### src/rtl/time_digit_entry.sv
// Keypad digit entry for the hour/minute/second time-setting path.
// Shifts BCD digits into the enabled field, validates on '#', commits on complete.
module time_digit_entry #(
  parameter logic [7:0] HOUR_MAX_BCD   = 8'h23,
  parameter logic [7:0] MINSEC_MAX_BCD = 8'h59,
  parameter logic [3:0] KEY_CLEAR      = 4'hA,
  parameter logic [3:0] KEY_SHARP      = 4'hB
) (
  input  logic       clock,
  input  logic       reset,
  input  logic       key_valid,
  input  logic [3:0] key_code,
  input  logic       hour_en,
  input  logic       min_en,
  input  logic       sec_en,
  input  logic       complete_setting,
  output logic       sharp,
  output logic [7:0] hour_bcd,
  output logic [7:0] min_bcd,
  output logic [7:0] sec_bcd,
  output logic       load_time,
  output logic       entry_error
);

  typedef enum logic [2:0] {
    ENTRY, VALIDATE, ADVANCE, LOAD, HOLD
  } state_t;

  typedef enum logic [1:0] {
    F_NONE, F_HOUR, F_MIN, F_SEC
  } fid_t;

  state_t     state_q, state_d;
  fid_t       fid_q, fid_d;
  fid_t       act;
  logic [7:0] hour_q, hour_d;
  logic [7:0] min_q, min_d;
  logic [7:0] sec_q, sec_d;
  logic       sharp_q, sharp_d;
  logic       load_q, load_d;
  logic       err_q, err_d;

  logic [7:0] act_val;
  logic [7:0] chk_val;
  logic [7:0] limit;
  logic       in_range;
  logic       wr_en;
  fid_t       wr_fid;
  logic [7:0] wr_val;

  always_comb begin
    act = F_NONE;
    priority case (1'b1)
      hour_en: act = F_HOUR;
      min_en:  act = F_MIN;
      sec_en:  act = F_SEC;
      default: act = F_NONE;
    endcase
  end

  assign act_val = (act == F_HOUR) ? hour_q :
                   (act == F_MIN)  ? min_q  : sec_q;
  assign chk_val = (fid_q == F_HOUR) ? hour_q :
                   (fid_q == F_MIN)  ? min_q  : sec_q;
  assign limit   = (fid_q == F_HOUR) ? HOUR_MAX_BCD
                                     : MINSEC_MAX_BCD;
  // BCD compare is plain binary compare once both nibbles are decimal
  assign in_range = (chk_val[7:4] <= 4'd9)
                 && (chk_val[3:0] <= 4'd9)
                 && (chk_val <= limit);

  always_comb begin
    state_d = state_q;
    fid_d   = fid_q;
    sharp_d = 1'b0;
    load_d  = 1'b0;
    err_d   = 1'b0;
    wr_en   = 1'b0;
    wr_fid  = act;
    wr_val  = 8'h00;
    unique case (state_q)
      ENTRY: begin
        if (complete_setting) begin
          state_d = LOAD;
          load_d  = 1'b1;
        end else if (key_valid && act != F_NONE) begin
          if (key_code <= 4'd9) begin
            wr_en  = 1'b1;
            wr_val = {act_val[3:0], key_code};
          end else if (key_code == KEY_CLEAR) begin
            wr_en  = 1'b1;
          end else if (key_code == KEY_SHARP) begin
            fid_d   = act;
            state_d = VALIDATE;
          end
        end
      end
      VALIDATE: begin
        if (in_range) begin
          state_d = ADVANCE;
          sharp_d = 1'b1;
        end else begin
          wr_en   = 1'b1;
          wr_fid  = fid_q;
          err_d   = 1'b1;
          state_d = ENTRY;
        end
      end
      ADVANCE: state_d = ENTRY;
      LOAD:    state_d = HOLD;
      HOLD:    if (!complete_setting) state_d = ENTRY;
      default: state_d = ENTRY;
    endcase

    hour_d = hour_q;
    min_d  = min_q;
    sec_d  = sec_q;
    if (wr_en) begin
      unique case (wr_fid)
        F_HOUR:  hour_d = wr_val;
        F_MIN:   min_d  = wr_val;
        F_SEC:   sec_d  = wr_val;
        default: ;
      endcase
    end
  end

  always_ff @(posedge clock) begin
    if (reset) begin
      state_q <= ENTRY;
      fid_q   <= F_NONE;
      hour_q  <= 8'h00;
      min_q   <= 8'h00;
      sec_q   <= 8'h00;
      sharp_q <= 1'b0;
      load_q  <= 1'b0;
      err_q   <= 1'b0;
    end else begin
      state_q <= state_d;
      fid_q   <= fid_d;
      hour_q  <= hour_d;
      min_q   <= min_d;
      sec_q   <= sec_d;
      sharp_q <= sharp_d;
      load_q  <= load_d;
      err_q   <= err_d;
    end
  end

  assign sharp       = sharp_q;
  assign load_time   = load_q;
  assign entry_error = err_q;
  assign hour_bcd    = hour_q;
  assign min_bcd     = min_q;
  assign sec_bcd     = sec_q;

endmodule

### config.mk
export PLATFORM = sky130hd
export DESIGN_NAME = time_digit_entry
export DESIGN_NICKNAME = d
export VERILOG_FILES = /design/src/rtl/time_digit_entry.sv
export SDC_FILE = /design/constraint.sdc
export NUM_CORES = 1
export LEC_CHECK = 0
export BUFFER_PORTS_ARGS = -buffer_cell sky130_fd_sc_hd__buf_2
export CORE_MARGIN = 1.5
export CORE_UTILIZATION = 55
export CTS_CLUSTER_SIZE = 16
export DETAILED_ROUTE_END_ITERATION = 8
export PLACE_DENSITY_LB_ADDON = 0.2
export SYNTH_ARGS = -nofsm -noshare
export SYNTH_HDL_FRONTEND = slang
export SYNTH_SLANG_ARGS = --single-unit
### constraint.sdc
create_clock -name clock -period 3.4 [get_ports clock]
set_input_delay 0.68 -clock clock [delete_from_list [all_inputs] [get_ports clock]]
set_output_delay 0.68 -clock clock [all_outputs]
set_load 0.05 [all_outputs]
==> results.toml <==
[status]
status = "finished clean"

[synth]
synthMostInstantiatedCell = "dfxtp_1"
avgSynthCellArea_sq_um = 9.48
synth_top_area_frac = 0.373
synthFlopType = "dfxtp_1"
syn_inst = 181
synth_seq_area_share = 0.373
yosys.area.top_type = "dfxtp_1"
synth_area_sq_mm = 0.00172
synthDistinctLibCells = 42
synth-edff-count = 0
async_flop_share = 0
synthTopCellsByArea = "dfxtp_1 (37%), mux2i_1 (17%), nand2b_1 (9.8%)"
yosys_warnings = 0
ys_ff_latch = 32
synth_fp_nets = 192
yosys-top-cells-count = "dfxtp_1 (32), mux2i_1 (29), nand2b_1 (27)"

[clock_network]
cts-buffers-inserted = 5
cts.sinks = 32
htree_levels = 2
cts_hold_buf = 0
root_buffer = "clkbuf_4"
cts_tree = "built"
post_cts_buffers = 0
cts-resized-gates = 0
clk_pin_slew_ps = 100
insertion_delay_ps = 340
clk_path_buf_depth = 2

[drt]
wl_um = 3930
viasPerCell = 5.58
wl_per_cell_um = 15.6
drc = 0
drtPass1Iterations = 4
vias = 1400
drt_iter0_markers = 67
postRouteAntennaNets = 0

[critical_path]
cp_data_required_time_ps = 3670
worstSetupEndpointType = "register"
startpoint_type = "register"
cp_max_fo = 10
cp_data_arrival_time_ps = 2670
critical_path_class = "reg2reg"

[pwr]
pwr-share-seq = 0.525
ir_drop_mv = 0.263
comb_power_share = 0.078
p_clk_frac = 0.396
switching_share = 0.240
power_leakage_nw = 0.743
power.internal_mw = 0.554
p_sw_mw = 0.175
powerDensity_mw_per_mm2 = 369

[global_route]
grt_antenna_before_repair = 0
grt_usage = 0.254
grt_start_max_net_pins = 31
grt.overflow.total = 0
grt_pass1_vias = 1316
grt_pass1_wl_um = 6490

[timing]
slew_headroom = 0.627
post-route-period-util = 0.704
setup_viol = 0
hold_viol_final = 0
fmax_ghz = 0.418
finClkSkew_ps = 7.24
rsz0062_at_grt = "no"
tns_ps = 0
period_needed_ps = 2390
slew_violations = 0
worst_slew_pin_slew_ps = 556

[final_layout]
syn2layout_area_growth_pct = 15.2
finalNonFillerCells = 251
drive_above_1_share = 0.266
fin_nets = 228
num-fill-cells = 263
diodes = 0

[place]
dp_hpwl_um = 2900
port_buffers = 37
place_congestion = 0.780
dp.cells = 243

[die]
initial_core_util = 0.572
fp.dieW_um = 58.9
core_sq_mm = 0.00300
pin_count = 38
fp-row-count = 20
die_y_um = 58.9
die-area_sq_mm = 0.00347

[flow_run]
maxCapViolations = 0

[min_path]
min_path_type = "reg2reg"
[placed cells by master (no fill, tap or decap), types with 2 or more instances in the layout]
master,instances
a211oi_1,2
a21oi_1,4
and2_1,2
buf_2,37
clkbuf_4,5
dfxtp_1,32
inv_1,2
mux2i_1,29
nand2_1,19
nand2b_1,27
nand3_1,4
nor2_1,11
nor3_1,2
nor4bb_1,2
o21a_1,2
o21ai_0,5
o21ai_4,3
o22ai_1,2
or3b_1,2
[routing by layer]
layer | wire (um) | up-vias | global-route usage | part of all wire
li1 | - | 706 | - | -
met1 | 1810 | 640 | 0.330 | 0.46
met2 | 1830 | 46 | 0.400 | 0.47
met3 | 219 | 8 | 0.0659 | 0.056
met4 | 68 | 0 | 0.104 | 0.017
met5 | 0 | - | 0 | 0
[worst max-delay path, stage by stage (launching register included)]
cell and delay, ps:
dfxtp_1 590, xor2_2 350, o22ai_1 220, a311oi_2 390
a211oi_4 130, o21ai_4 400, mux2i_1 240
[area by class of cell]
| type | count | area, sq um | share of cell area |
|---|---|---|---|
| repair buffers | 37 | 185 | 0.0936 |
| clock inverters | 3 | 42.5 | 0.0215 |
| inverters | 2 | 7.51 | 0.00380 |
| well taps | 33 | 41.3 | 0.0209 |
| flip-flops and latches | 32 | 641 | 0.324 |
| clock buffers | 5 | 37.5 | 0.0190 |
| multi-input cells | 139 | 1020 | 0.517 |
[worst paths after layout]
path | start | endpoint | slack [ps] | cells after the start
max | fid_q[0] | sec_bcd[6] | 1010 | 6
max reg2reg | fid_q[0] | sec_bcd[6] | 1010 | 6
min | min_bcd[4] | min_bcd[4] | 500 | 2
min reg2reg | min_bcd[4] | min_bcd[4] | 500 | 2
[sequential cells by signal, indices dropped and copies added (netlist names)]
signal	flops
min_bcd	8
sharp	1
entry_error	1
sec_bcd	8
load_time	1
state_q	3
fid_q	2
hour_bcd	8
[power groups by stage]
stage | Sequential [mW] | Clock, mW | Combinational, mW
floorplan | 0.395 | 0 | 0.0367
global placement | 0.392 | 0 | 0.0551
detailed placement | 0.392 | 0 | 0.0558
CTS | 0.383 | 0.295 | 0.0566
global route | 0.384 | 0.312 | 0.0613
finish | 0.383 | 0.289 | 0.0570
[metrics by stage]
step / instance area [sq um] / power [mW] / utilization / hold WS (ps) / worst slack (ps)
finish: 1980 / 0.729 / 0.659 / 497 / 1010
global route: 1980 / 0.757 / 0.659 / 526 / 871
CTS: 1980 / 0.734 / 0.659 / 505 / 1030
detailed placement: 1900 / 0.447 / 0.632 / 485 / 1040
global placement: 1900 / 0.447 / 0.632 / 471 / 1170
floorplan: 1720 / 0.432 / - / 489 / 1290
[cell families after synthesis]
group | Yosys count | share of synthesized area
AOI/OAI and AO/OA | 29 | 0.154
DFF | 32 | 0.373
xor gates and xnor gates | 1 | 0.00948
and+or+nand+nor | 80 | 0.264
muxes | 29 | 0.169
buffers and inverters | 10 | 0.0306
No activity file was read; power rests on OpenSTA's default activity.
